--- src/rtl/serial_sample_deserializer_if.sv ---
// ==========================================================================
// serial_sample_deserializer_if: serial link inputs and parallel sample bus
// Rev 1.0
// ==========================================================================
`default_nettype none

interface serial_sample_deserializer_if #(
  parameter int WIDTH = 12
);
  logic             sclk;
  logic             cs_n;
  logic             sdi;
  logic [WIDTH-1:0] d_out;
  logic             d_valid;
  logic             d_ready;
  logic             frame_err;
  logic             overrun;

  modport slave (
    input  sclk, cs_n, sdi, d_ready,
    output d_out, d_valid, frame_err, overrun
  );

  modport master (
    output sclk, cs_n, sdi, d_ready,
    input  d_out, d_valid, frame_err, overrun
  );
endinterface

`default_nettype wire

--- src/rtl/serial_sample_deserializer.sv ---
// ==========================================================================
// serial_sample_deserializer: synchronizes a 3-wire MSB-first serial link
// and presents each WIDTH-bit frame on a valid/ready bus.  Rev 1.0
// ==========================================================================
`default_nettype none

module serial_sample_deserializer #(
  parameter int WIDTH       = 12,
  parameter int SYNC_STAGES = 2
) (
  input  logic                          clk,
  input  logic                          rst,
  serial_sample_deserializer_if.slave   bus
);

  localparam int CNT_W = $clog2(WIDTH + 2);

  typedef enum logic [1:0] {
    IDLE   = 2'd0,
    SHIFT  = 2'd1,
    COMMIT = 2'd2
  } state_t;

  logic [SYNC_STAGES-1:0] sclk_sync_q;
  logic [SYNC_STAGES-1:0] cs_sync_q;
  logic [SYNC_STAGES-1:0] sdi_sync_q;
  logic [SYNC_STAGES-1:0] live_q;
  logic                   sclk_prev_q;
  logic                   cs_prev_q;
  logic                   armed_q;
  state_t                 state_q;
  logic [CNT_W-1:0]       cnt_q;
  logic [WIDTH-1:0]       shreg_q;
  logic [WIDTH-1:0]       dout_q;
  logic                   dvalid_q;
  logic                   ferr_q;
  logic                   ovr_q;

  logic sclk_s;
  logic cs_s;
  logic sdi_s;
  logic sclk_rise;
  logic cs_fall;
  logic cs_rise;

  assign sclk_s    = sclk_sync_q[SYNC_STAGES-1];
  assign cs_s      = cs_sync_q[SYNC_STAGES-1];
  assign sdi_s     = sdi_sync_q[SYNC_STAGES-1];
  assign sclk_rise = sclk_s & ~sclk_prev_q;
  // A fall only counts once cs_n has genuinely been observed high since reset
  assign cs_fall   = armed_q & cs_prev_q & ~cs_s;
  assign cs_rise   = cs_s & ~cs_prev_q;

  always_ff @(posedge clk or posedge rst) begin
    if (rst) begin
      sclk_sync_q <= '0;
      cs_sync_q   <= '1;
      sdi_sync_q  <= '0;
      live_q      <= '0;
      sclk_prev_q <= 1'b0;
      cs_prev_q   <= 1'b1;
      armed_q     <= 1'b0;
      state_q     <= IDLE;
      cnt_q       <= '0;
      shreg_q     <= '0;
      dout_q      <= '0;
      dvalid_q    <= 1'b0;
      ferr_q      <= 1'b0;
      ovr_q       <= 1'b0;
    end else begin
      sclk_sync_q <= {sclk_sync_q[SYNC_STAGES-2:0], bus.sclk};
      cs_sync_q   <= {cs_sync_q[SYNC_STAGES-2:0], bus.cs_n};
      sdi_sync_q  <= {sdi_sync_q[SYNC_STAGES-2:0], bus.sdi};
      // live_q marks when the synchronizer outputs reflect real inputs, not reset values
      live_q      <= {live_q[SYNC_STAGES-2:0], 1'b1};
      sclk_prev_q <= sclk_s;
      cs_prev_q   <= cs_s;
      armed_q     <= armed_q | (live_q[SYNC_STAGES-1] & cs_s);
      ferr_q      <= 1'b0;
      ovr_q       <= 1'b0;

      if (dvalid_q && bus.d_ready) begin
        dvalid_q <= 1'b0;
      end

      case (state_q)
        IDLE: begin
          if (cs_fall) begin
            cnt_q   <= '0;
            shreg_q <= '0;
            state_q <= SHIFT;
          end
        end
        SHIFT: begin
          if (cs_rise) begin
            if (cnt_q == CNT_W'(WIDTH)) begin
              state_q <= COMMIT;
            end else begin
              ferr_q  <= 1'b1;
              state_q <= IDLE;
            end
          end else if (sclk_rise && !cs_s) begin
            shreg_q <= {shreg_q[WIDTH-2:0], sdi_s};
            if (cnt_q != CNT_W'(WIDTH + 1)) begin
              cnt_q <= cnt_q + 1'b1;
            end
          end
        end
        COMMIT: begin
          // A same-cycle consume frees the register, so the new sample may load
          if (!dvalid_q || bus.d_ready) begin
            dout_q   <= shreg_q;
            dvalid_q <= 1'b1;
          end else begin
            ovr_q <= 1'b1;
          end
          state_q <= IDLE;
        end
        default: state_q <= IDLE;
      endcase
    end
  end

  assign bus.d_out     = dout_q;
  assign bus.d_valid   = dvalid_q;
  assign bus.frame_err = ferr_q;
  assign bus.overrun   = ovr_q;

endmodule

`default_nettype wire

--- src/flat_wrapper.sv ---
// flat-port wrapper written by rule: the top's interface ports become plain ports
module serial_sample_deserializer_flat 
#(
  parameter int WIDTH       = 12,
  parameter int SYNC_STAGES = 2
)
  (clk, rst, bus_sclk, bus_cs_n, bus_sdi, bus_d_ready, bus_d_out, bus_d_valid, bus_frame_err, bus_overrun);
  serial_sample_deserializer_if #(.WIDTH(WIDTH)) bus_i ();
  input  logic clk;
  input  logic rst;
  input wire logic [$bits(bus_i.sclk)-1:0] bus_sclk;
  input wire logic [$bits(bus_i.cs_n)-1:0] bus_cs_n;
  input wire logic [$bits(bus_i.sdi)-1:0] bus_sdi;
  input wire logic [$bits(bus_i.d_ready)-1:0] bus_d_ready;
  output wire logic [$bits(bus_i.d_out)-1:0] bus_d_out;
  output wire logic [$bits(bus_i.d_valid)-1:0] bus_d_valid;
  output wire logic [$bits(bus_i.frame_err)-1:0] bus_frame_err;
  output wire logic [$bits(bus_i.overrun)-1:0] bus_overrun;
  assign bus_i.sclk = bus_sclk;
  assign bus_i.cs_n = bus_cs_n;
  assign bus_i.sdi = bus_sdi;
  assign bus_i.d_ready = bus_d_ready;
  assign bus_d_out = bus_i.d_out;
  assign bus_d_valid = bus_i.d_valid;
  assign bus_frame_err = bus_i.frame_err;
  assign bus_overrun = bus_i.overrun;
  serial_sample_deserializer #(.WIDTH(WIDTH), .SYNC_STAGES(SYNC_STAGES)) u_core (.clk(clk), .rst(rst), .bus(bus_i));
endmodule
--- config.mk ---
export PLATFORM = sky130hd
export DESIGN_NAME = serial_sample_deserializer_flat
export DESIGN_NICKNAME = d
export VERILOG_FILES = /design/src/rtl/serial_sample_deserializer_if.sv /design/src/rtl/serial_sample_deserializer.sv /design/src/flat_wrapper.sv
export SDC_FILE = /design/constraint.sdc
export NUM_CORES = 1
export LEC_CHECK = 0
export BUFFER_PORTS_ARGS = -buffer_cell sky130_fd_sc_hd__buf_2
export CAP_MARGIN = 10
export CORE_MARGIN = 8
export CORE_UTILIZATION = 60
export DETAILED_ROUTE_END_ITERATION = 8
export PLACE_DENSITY = 0.82
export SLEW_MARGIN = 20
export SYNTH_ARGS = -nofsm -noshare
export SYNTH_HDL_FRONTEND = slang
export SYNTH_SLANG_ARGS = --single-unit
--- constraint.sdc ---
create_clock -name clk -period 2.45 [get_ports clk]
set_input_delay 0.49 -clock clk [delete_from_list [all_inputs] [get_ports clk]]
set_output_delay 0.49 -clock clk [all_outputs]
set_load 0.1 [all_outputs]
==> reports/results.tsv <==
metric	value	unit
worstSetupEndpointType	flop	
port_buffers	20	
r2r_end	u_core.cnt_q[0]$_DFFE_PP0P_	
multiInputGateArea	554	µm²
rr_startpoint	u_core.state_q[0]$_DFFE_PP0P_	
layout-drive-gt1-share	29.1	%
cts_tree	yes	
tns	0	ns
power	1.26	mW
first_global_vias	1083	
rsz0062_at_grt	no	
cap_viol_max_count	0	
min_period	1.85	ns
finalNetCount	173	
drt_pass1_iterations	4	
fill_cells	217	
grt_pass1_wl	4770	µm
postRouteAntennaNets	0	
die_h	69.1	µm
cts_max_path_buffers	2	
grt.total_usage	12.2	%
die_w	69.1	µm
fin_ws	0.597	ns
antennaDiodeCount	0	
vias	1050	
root_buffer	clkbuf_4	
holdCritPathClass	primary input to asynchronous set/reset pin	
area_growth	11.4	%
cts_buffers	5	
cp_max_fo	27	
clkTransAtPathRegs	0.12	ns
clkSinkCount	44	
placed_area	1820	µm²
cpPeakStageDelay	0.57	ns
yosysUniqueCellTypes	26	
dp_hpwl	1820	µm
max_slew_margin	54.9	%
antenna_found_initial	0	
floorplan.initialDensity	62.5	%
ios	21	
period_share	75.6	%
maxSlewViolCount	0	
dp_slack	0.614	ns
synthesis.area	1690	µm²
synthCells	140	
grt_max_degree	45	
fin_skew	0.0146	ns
syn-num-nets	149	
routed_wl	2660	µm
tightest_slew	0.676	ns
drc	0	
syn_area_per_cell	12.1	µm²
clkLatencyLatePin	0.36	ns
dieArea	4780	µm²
postCtsHoldBufs	0	
fin_area	1890	µm²
timing.fmax	540	MHz
power.density	666	nW/µm²
status	completed	
h-tree-depth	2	
reg2reg_depth	4	
ys_seq_area_share	65.3	%
gp_congestion	0.717	
cp-start-kind	flop	
worstPathRequired	2.71	ns
finalHoldViolCount	0	
regArea	1100	µm²
rows	19	
worstSetupStartpoint	u_core.state_q[0]$_DFFE_PP0P_	
slowest_stage	a211o_1	
peakVddDrop	0.674	mV
ys_warn_count	0	
crit_type	flop to flop	
cts_resized	0	
p_leak	0.949	nW
worst-r2r-setup-slack	0.60	ns
crit_chain	nand3b_1 -> a211o_1 -> a21o_1 -> mux2_2	
arrival	2.11	ns
post_drt_wl_per_cell	13.6	µm
core-area	2710	µm²
grt_overflow_total	0	
postCtsSetupBuffers	0	
ys_ff_latch	44	
vias_per_cell	5.36	
drt_iter0_drc	65	
setup_viol	0	
## flip-flops by register name, indices dropped and copies added, names as in the netlist
register / cells
u_core.bus.d_out: 12
u_core.shreg_q: 12
u_core.cnt_q: 4
u_core.cs_sync_q: 2
u_core.live_q: 2
u_core.sclk_sync_q: 2
u_core.sdi_sync_q: 2
u_core.state_q: 2
u_core.armed_q: 1
u_core.bus.d_valid: 1
u_core.bus.frame_err: 1
u_core.bus.overrun: 1
u_core.cs_prev_q: 1
u_core.sclk_prev_q: 1
## layer usage
metal  share of wire, %  GRT usage (%)
met1                 44           13.2
met2                 47           19.8
met3                6.5           6.29
met4                1.6           4.78
met5                  0              0
## layout by cell type, fill, tap and decap left out
master	instances
and3_1	1
clkbuf_4	5
clkinv_2	2
dfstp_2	3
a21o_1	2
inv_1	3
nand2b_4	1
nand2_1	29
buf_4	2
o31ai_1	2
a21oi_1	1
nor3b_1	1
buf_2	20
nand3_1	3
clkbuf_8	1
conb_1	1
ha_1	3
a22o_1	1
nand2b_1	4
nor2b_1	1
nor3_1	1
nand3b_1	2
o21ai_0	14
nor2_1	4
or4b_4	1
a211o_1	1
mux2_2	13
dfrtp_1	41
a31oi_1	2
## cells in the mapped netlist (all sizes together)
library cell | instances | area (µm²)
a211o | 1 | 8.76
a21o | 2 | 15.0
a21oi | 1 | 5.00
a22o | 1 | 8.76
a31oi | 2 | 12.5
and3 | 1 | 6.26
buf | 3 | 15.0
clkbuf | 2 | 7.51
conb | 1 | 3.75
dfrtp | 41 | 1030
dfstp | 3 | 78.8
ha | 3 | 37.5
inv | 3 | 11.3
mux2 | 13 | 146
nand2 | 29 | 109
nand2b | 5 | 38.8
nand3 | 3 | 15.0
nand3b | 2 | 15.0
nor2 | 4 | 15.0
nor2b | 1 | 6.26
nor3 | 1 | 5.00
nor3b | 1 | 7.51
o21ai | 14 | 70.1
o31ai | 2 | 15.0
or4b | 1 | 13.8
## layout make-up
| cell class | instances | share of cell area (%) |
|---|---|---|
| clock buffers | 6 | 2.72 |
| clock inverters | 2 | 0.531 |
| well taps | 31 | 2.06 |
| repair buffers | 22 | 6.10 |
| flip-flops and latches | 44 | 58.6 |
| inverters | 3 | 0.597 |
| multi-input cells | 88 | 29.4 |
## through the flow
| step | instances | hold WS, ns | utilization [%] |
|---|---|---|---|
| 2_1_floorplan | 140 | 0.331 | - |
| 3_3_place_gp | 188 | 0.332 | 67.3 |
| 3_5_place_dp | 188 | 0.336 | 67.3 |
| 4_1_cts | 196 | 0.216 | 69.6 |
| 5_1_grt | 196 | 0.194 | 69.6 |
| 6_report | 196 | 0.228 | 69.6 |
## power by group
part	leakage [nW]	switching [mW]	total (mW)	internal (mW)
combinational	0.334	0.0682	0.108	0.0396
clock	0.0380	0.219	0.356	0.137
sequential	0.577	0.0296	0.792	0.762
total	0.949	0.317	1.26	0.938
## cell families (layout without fill, tap and decap cells)
logic type               Yosys count  in the layout  synth area share, %
other                              1              1                0.222
multiplexers                      13             13                 8.65
adder cells (fa/ha/maj)            3              3                 2.22
flip-flops                        44             44                 65.3
AO/OA/AOI/OAI                     23             23                 7.98
buffers and inverters              8             33                 2.00
AND/OR/NAND/NOR                   48             48                 13.7
## critical path, delay by kind of cell (launching register included)
family,cells,cell delay (ns)
and+or+nand+nor,1,0.20
DFF,1,0.47
AOI/OAI and AO/OA,2,0.84
muxes,1,0.26
## worst max-delay path by stage
stage	slack (ns)	endpoint
after floorplan	0.53	u_core.bus.d_out[0]$_DFFE_PP0P_
after global placement	0.67	u_core.cnt_q[0]$_DFFE_PP0P_
after detailed placement	0.61	u_core.cnt_q[0]$_DFFE_PP0P_
after CTS	0.59	u_core.cnt_q[0]$_DFFE_PP0P_
after global routing	0.47	u_core.cnt_q[0]$_DFFE_PP0P_
final	0.60	u_core.cnt_q[0]$_DFFE_PP0P_
No activity file was read; power rests on OpenSTA's default activity.
